--- src/rtl/arb_mux_pkg.sv ---
// Shared helpers for the arbitrated N-channel merge mux.
// Index width derivation and one-hot to binary conversion.
package arb_mux_pkg;

  localparam int unsigned MAX_CH = 256;

  // A 2-channel mux still needs a 1-bit index, so never return 0.
  function automatic int unsigned clog2_min1(input int unsigned n);
    return (n <= 2) ? 1 : int'($clog2(n));
  endfunction

  // Input must be one-hot or zero; zero maps to index 0.
  function automatic int unsigned onehot_to_idx(input logic [MAX_CH-1:0] oh);
    int unsigned idx;
    idx = 0;
    for (int unsigned i = 0; i < MAX_CH; i++) begin
      if (oh[i]) idx |= i;
    end
    return idx;
  endfunction

endpackage

--- src/rtl/nbit_arb_mux_if.sv ---
// Source/sink bundle of nbit_arb_mux: NCH valid/ready sources merged into one output.
interface nbit_arb_mux_if
  import arb_mux_pkg::*;
#(
  parameter int unsigned NCH   = 4,
  parameter int unsigned WIDTH = 32
);

  localparam int unsigned SEL_W = clog2_min1(NCH);

  logic [NCH-1:0]       in_valid;
  logic [NCH*WIDTH-1:0] in_data;
  logic [NCH-1:0]       in_ready;
  logic                 out_valid;
  logic [WIDTH-1:0]     out_data;
  logic [SEL_W-1:0]     out_sel;
  logic                 out_ready;

  modport master (
    output in_valid, in_data, out_ready,
    input  in_ready, out_valid, out_data, out_sel
  );

  modport slave (
    input  in_valid, in_data, out_ready,
    output in_ready, out_valid, out_data, out_sel
  );

endinterface

--- src/rtl/arb_grant.sv ---
// One-hot grant generator: round-robin from ptr when ARB_MUX_RR_EN is defined,
// otherwise fixed priority with the lowest index winning.
module arb_grant
  import arb_mux_pkg::*;
#(
  parameter  int unsigned NCH   = 4,
  localparam int unsigned SEL_W = clog2_min1(NCH)
) (
  input  logic [NCH-1:0]   req,
  input  logic [SEL_W-1:0] ptr,
  output logic [NCH-1:0]   grant
);

`ifdef ARB_MUX_RR_EN
  logic [NCH-1:0] rot;
  logic [NCH-1:0] pe;

  // Rotate so ptr sits at bit 0, keep the lowest set bit, rotate back.
  always_comb begin
    rot   = NCH'({req, req} >> ptr);
    pe    = rot & (~rot + NCH'(1));
    grant = NCH'(({pe, pe} << ptr) >> NCH);
  end
`else
  logic unused_ptr;
  assign unused_ptr = ^ptr;

  always_comb begin
    grant = req & (~req + NCH'(1));
  end
`endif

endmodule

--- src/rtl/nbit_arb_mux.sv ---
// Arbitrated NCH:1 valid/ready merge with a single registered output stage.
// Build option: ARB_MUX_RR_EN selects round-robin arbitration (default fixed priority).
module nbit_arb_mux
  import arb_mux_pkg::*;
#(
  parameter int unsigned NCH   = 4,
  parameter int unsigned WIDTH = 32
) (
  input  logic         clk,
  input  logic         rst,
  nbit_arb_mux_if.slave bus
);

  localparam int unsigned SEL_W = clog2_min1(NCH);

  logic             load;
  logic             xfer;
  logic [NCH-1:0]   req;
  logic [NCH-1:0]   grant;
  logic [SEL_W-1:0] ptr;
  logic [SEL_W-1:0] gnt_idx;
  logic [WIDTH-1:0] gnt_data;

  // Requests are masked during reset so no handshake completes under rst.
  assign load = !bus.out_valid || bus.out_ready;
  assign req  = rst ? '0 : bus.in_valid;

  arb_grant #(.NCH(NCH)) u_grant (
    .req   (req),
    .ptr   (ptr),
    .grant (grant)
  );

  assign bus.in_ready = grant & {NCH{load}};
  assign xfer         = |bus.in_ready;

  // AND-OR data select keeps in_data out of the in_ready cone.
  always_comb begin
    gnt_idx  = SEL_W'(onehot_to_idx(MAX_CH'(grant)));
    gnt_data = '0;
    for (int unsigned i = 0; i < NCH; i++) begin
      if (grant[i]) gnt_data |= bus.in_data[i*WIDTH +: WIDTH];
    end
  end

  always_ff @(posedge clk) begin
    if (rst) begin
      bus.out_valid <= 1'b0;
      bus.out_data  <= '0;
      bus.out_sel   <= '0;
    end else if (load) begin
      bus.out_valid <= xfer;
      if (xfer) begin
        bus.out_data <= gnt_data;
        bus.out_sel  <= gnt_idx;
      end
    end
  end

`ifdef ARB_MUX_RR_EN
  // Next priority goes to the channel after the one just served.
  always_ff @(posedge clk) begin
    if (rst) begin
      ptr <= '0;
    end else if (xfer) begin
      ptr <= (gnt_idx == SEL_W'(NCH - 1)) ? '0 : gnt_idx + SEL_W'(1);
    end
  end
`else
  assign ptr = '0;
`endif

endmodule
--- src/flat_wrapper.sv ---
// flat-port wrapper written by rule: the top's interface ports become plain ports
module nbit_arb_mux_flat import arb_mux_pkg::*;
#(
  parameter int unsigned NCH   = 4,
  parameter int unsigned WIDTH = 32
)
  (clk, rst, bus_in_valid, bus_in_data, bus_out_ready, bus_in_ready, bus_out_valid, bus_out_data, bus_out_sel);
  nbit_arb_mux_if #(.NCH(NCH), .WIDTH(WIDTH)) bus_i ();
  input  logic clk;
  input  logic rst;
  input wire logic [$bits(bus_i.in_valid)-1:0] bus_in_valid;
  input wire logic [$bits(bus_i.in_data)-1:0] bus_in_data;
  input wire logic [$bits(bus_i.out_ready)-1:0] bus_out_ready;
  output wire logic [$bits(bus_i.in_ready)-1:0] bus_in_ready;
  output wire logic [$bits(bus_i.out_valid)-1:0] bus_out_valid;
  output wire logic [$bits(bus_i.out_data)-1:0] bus_out_data;
  output wire logic [$bits(bus_i.out_sel)-1:0] bus_out_sel;
  assign bus_i.in_valid = bus_in_valid;
  assign bus_i.in_data = bus_in_data;
  assign bus_i.out_ready = bus_out_ready;
  assign bus_in_ready = bus_i.in_ready;
  assign bus_out_valid = bus_i.out_valid;
  assign bus_out_data = bus_i.out_data;
  assign bus_out_sel = bus_i.out_sel;
  nbit_arb_mux #(.NCH(NCH), .WIDTH(WIDTH)) u_core (.clk(clk), .rst(rst), .bus(bus_i));
endmodule
--- config.mk ---
export PLATFORM = sky130hd
export DESIGN_NAME = nbit_arb_mux_flat
export DESIGN_NICKNAME = d
export VERILOG_FILES = /design/src/rtl/arb_mux_pkg.sv /design/src/rtl/nbit_arb_mux_if.sv /design/src/rtl/arb_grant.sv /design/src/rtl/nbit_arb_mux.sv /design/src/flat_wrapper.sv
export SDC_FILE = /design/constraint.sdc
export NUM_CORES = 1
export LEC_CHECK = 0
export ABC_AREA = 1
export ABC_CLOCK_PERIOD_IN_PS = 2400
export BUFFER_PORTS_ARGS = -buffer_cell sky130_fd_sc_hd__buf_4
export CAP_MARGIN = 20
export CORE_ASPECT_RATIO = 1.5
export CORE_MARGIN = 2
export CORE_UTILIZATION = 35
export DETAILED_ROUTE_END_ITERATION = 7
export PLACE_DENSITY = 0.67
export SLEW_MARGIN = 20
export SYNTH_ARGS = -nofsm -noshare
export SYNTH_HDL_FRONTEND = slang
export SYNTH_SLANG_ARGS = --single-unit
--- constraint.sdc ---
create_clock -name clk -period 2.4 [get_ports clk]
set_input_delay 0.12 -clock clk [delete_from_list [all_inputs] [get_ports clk]]
set_output_delay 0.12 -clock clk [all_outputs]
set_load 0.01 [all_outputs]
==> metrics.md <==
| Metric | Value |
|---|---|
| Wire length of the first global-routing pass | between 15000 and 20000 µm |
| Final weighted congestion in routability-driven placement | ~0.8 |
| Power share of the sequential group | between 30% and 40% |
| Die area | ~9000 µm² |
| Number of buffers added by the clock tree synthesis step | 5 |
| Unrepaired setup endpoints after global routing | false |
| Total congestion overflow | 0 |
| Total count of max-transition violations in the final report | 0 |
| Flip-flop and latch count after synthesis | 35 |
| Number of vias per cell after detailed routing | between 4 and 5 |
| H-tree lvl count | 2 |
| Largest family of logic cells by synthesized area | simple AND/OR/NAND/NOR gates |
| Number of nets with antenna violations after detailed routing | 0 |
| Net switching power figure | approximately 0.63 mW |
| Core region area | roughly 8000 µm² |
| Leakage power figure | ~2.5 nW |
| Power density cells | between 400 and 500 nW/µm² |
| Net Sw Frac | 31.0% |
| Synth area leader | dfxtp_1 |
| Number of nets in the finished design | about 810 |
| Number of antenna violations at the first check in global routing | 0 |
| Data arrival time of the critical path | between 2 and 2.5 ns |
| WL/cell | ~12 µm |
| Parity-gate share of the synthesized area counting xor and xnor cells | 0% |
| Total via count in the routed design | 3635 |
| CP Data Required Time | ~2.3 ns |
| Portion of total power attributed to combinational logic | between 30% and 40% |
| Synth warnings | 0 |
| Total design power | ~2 mW |
| Max Fanout on Critical Path | 35 |
| Worst r2r path cells | 5 |
| Worst relative slew slack | 47.3% |
| Filler cell count | between 800 and 900 |
| CTS tree | built |
| Clock sink total | 35 |
| Launch point of the critical path | bus_in_valid[0] |
| Post-synth cell types | 19 |
| Number of buffers between clock root and the deepest sink | 2 |
| Launch point of the worst hold path | rst |
| Final clock period utilization by the worst path | around nine tenths |
| DRT Pass-1 Iters | 5 |
| Transition time at the pin with the least slew margin | about 0.8 ns |
| Multiplexer fraction of the synthesized cell area | 0% |
| Post-synth top area share | approximately a quarter |
| Cell count of the worst hold path | 2 |
| Total routing resource utilization after global routing | between 20% and 30% |
| Worst reg2reg path endpoint | u_core.bus.out_data[18] |
| IO Port Bufs | about 170 |
| Number of remaining DRC errors | 0 |
| Nature of the critical path endpoint | output port |
| Relative area change from synthesis to final layout | 50.5% |
| Number of primary I/O pins | between 150 and 200 |
| Share of power burned in the clock network | 30.2% |
| Syn Area/Cell | 5.48 µm² |
| Clock Latency Late Sink | 0.28 ns |
| Layout cell share with drive strength beyond 1 | roughly 29% |
| Run status | finished, final reports clean |
| Compound-gate portion of the synthesized area | 1.01% |
| Final WL | 9620 µm |
| Type of the setup path with the least slack | primary input to output port |
| Initial cell density of the core | 35.8% |
| Clock-pin transition on the worst setup and hold timing paths | approximately 0.060 ns |
| Share of the yosys chip area belonging to registers | roughly a quarter |
| Number of diodes | 0 |
| Via count of the first global-routing pass | around 3500 |
| Final HPWL DP | approximately 7300 µm |
| Combined area of the multi-input logic cells | about 1600 µm² |
| Cell Int Power | about 1.4 mW |
| Seq. cell area | ~700 µm² |
| Crit start category | primary input |
| Synthesized-area fraction occupied by adder cells | 0% |
| Final critical delay including setup and external delays | 2.14 ns |
| Hold EP | u_core.bus.out_sel[0] |
| Clock skew | between 0.003 and 0.004 ns |
| Summed instance area of the synthesized netlist | about 2800 µm² |
| Placement row count | 40 |
| Die height | around 110 µm |
| Horizontal extent of the die | 77.6 µm |
| Setup Viol. Count Final | 0 |
| Largest net degree at the start of global routing | 40 |
| Maximum clock frequency | between 400 and 500 MHz |
| Worst supply voltage drop on vdd | between 0.2 and 0.3 mV |
| Type of the tightest min-delay check | primary input to flip-flop |
| FF-to-FF setup slack | 0.65 ns |
| Post-Syn Nets | roughly 650 |
| Clock Root Buffer | clkbuf_16 |
| Post-synthesis share of cell area spent on and, or, nand and nor gates | 53.2% |
| First DRT Iteration DRCs | 145 |
| Synth area leaders | dfxtp_1, nor2_1, nand3_1 |
| Maximum capacitance violations | 0 |
| Total negative slack | 0 ns |
| FF-to-FF Start | u_core.bus.out_valid |
| Number of instances in the synthesized netlist | ~520 |
| Hold violation count in the final report | 0 |
[layout make-up]
type,instances,share of cell area [%]
multi-input cells,345,36.4
repair buffers,182,31.9
flip-flops and latches,35,16.4
inverters,104,9.11
clock buffers,7,3.09
well taps,105,3.07
clock inverters,1,0.117
[cell usage in the layout (no fill, tap or decap)]
master     netlist  layout
a21oi_1          2       2
buf_4            6     182
clkbuf_1         8       2
clkbuf_16        0       5
clkinv_2         0       1
dfxtp_1         35      35
inv_1          103     103
inv_2            1       1
nand2_1         40      40
nand2_2          2       2
nand3_1         97      97
nand3_2          2       1
nand3_4          0       1
nand3b_2         1       1
nand4_1         33      33
nor2_1         163     163
nor2_2           1       1
nor2_4           1       1
o21ai_0          2       2
o21ai_4          0       1
[power groups by stage]
stage	Sequential, mW	Combinational [mW]	Clock, mW
finish	0.688	0.722	0.611
global placement	0.698	0.722	0
global route	0.695	0.813	0.650
detailed placement	0.700	0.727	0
CTS	0.688	0.731	0.621
floorplan	0.727	0.359	0
[per-layer routing]
metal | vias to the layer above | share of wire (%) | track usage, %
met3 | 18 | 7.6 | 4.89
met2 | 121 | 52 | 39.4
met1 | 1593 | 38 | 23.7
met4 | 0 | 2.6 | 8.33
li1 | 1903 | - | -
met5 | - | 0 | 0
[Yosys cell counts]
library cell / number
a21oi_1: 2
buf_2: 16
buf_4: 6
buf_6: 5
clkbuf_1: 8
dfxtp_1: 35
inv_1: 103
inv_2: 1
nand2_1: 40
nand2_2: 2
nand3_1: 97
nand3_2: 2
nand3b_2: 1
nand4_1: 33
nor2_1: 163
nor2_2: 1
nor2_4: 1
o21ai_0: 2
o21ai_2: 1
[worst max-delay path: stages]
cell	delay (ns)
buf_4	0.13
o21ai_4	0.62
nand3_2	0.79
inv_1	0.19
buf_4	0.15
[metrics by stage]
stage               setup slack [ns]  hold WS [ns]  area, µm²  instances  utilization (%)
finish                         0.261        0.0343       4290        779             53.9
global route                  0.0574        0.0408       4290        779             53.9
CTS                            0.170        0.0307       4280        779             53.8
detailed placement             0.117         0.320       4140        771             52.0
global placement               0.148         0.318       4140        771             52.0
floorplan                       1.17         0.189       2850        519                -
[registers in the layout, indices dropped and copies added (netlist names)]
name / flops
u_core.bus.out_valid: 1
u_core.bus.out_sel: 2
u_core.bus.out_data: 32
[timing repair]
action,CTS,global route
hold buffers,0,0
endpoints found under the setup margin,0,1
buffers inserted,0,0
resized for setup,0,1
[worst max-delay path by stage]
stage,end,slack [ns],cells past startpoint
floorplan,u_core.bus.out_data[0],1.17,7
global placement,u_core.bus.out_sel[0],0.15,8
detailed placement,u_core.bus.out_sel[0],0.12,8
CTS,bus_in_ready[3],0.17,7
global route,bus_in_ready[2],0.06,5
finish,bus_in_ready[2],0.26,5
[kinds of logic (layout without fill, tap and decap cells)]
family                 Yosys count  count (layout)
AOI/OAI and AO/OA                5               5
DFF                             35              35
and+or+nand+nor                340             340
buffers and inverters          139             294
Note: power is estimated with default switching activity, not from simulation.
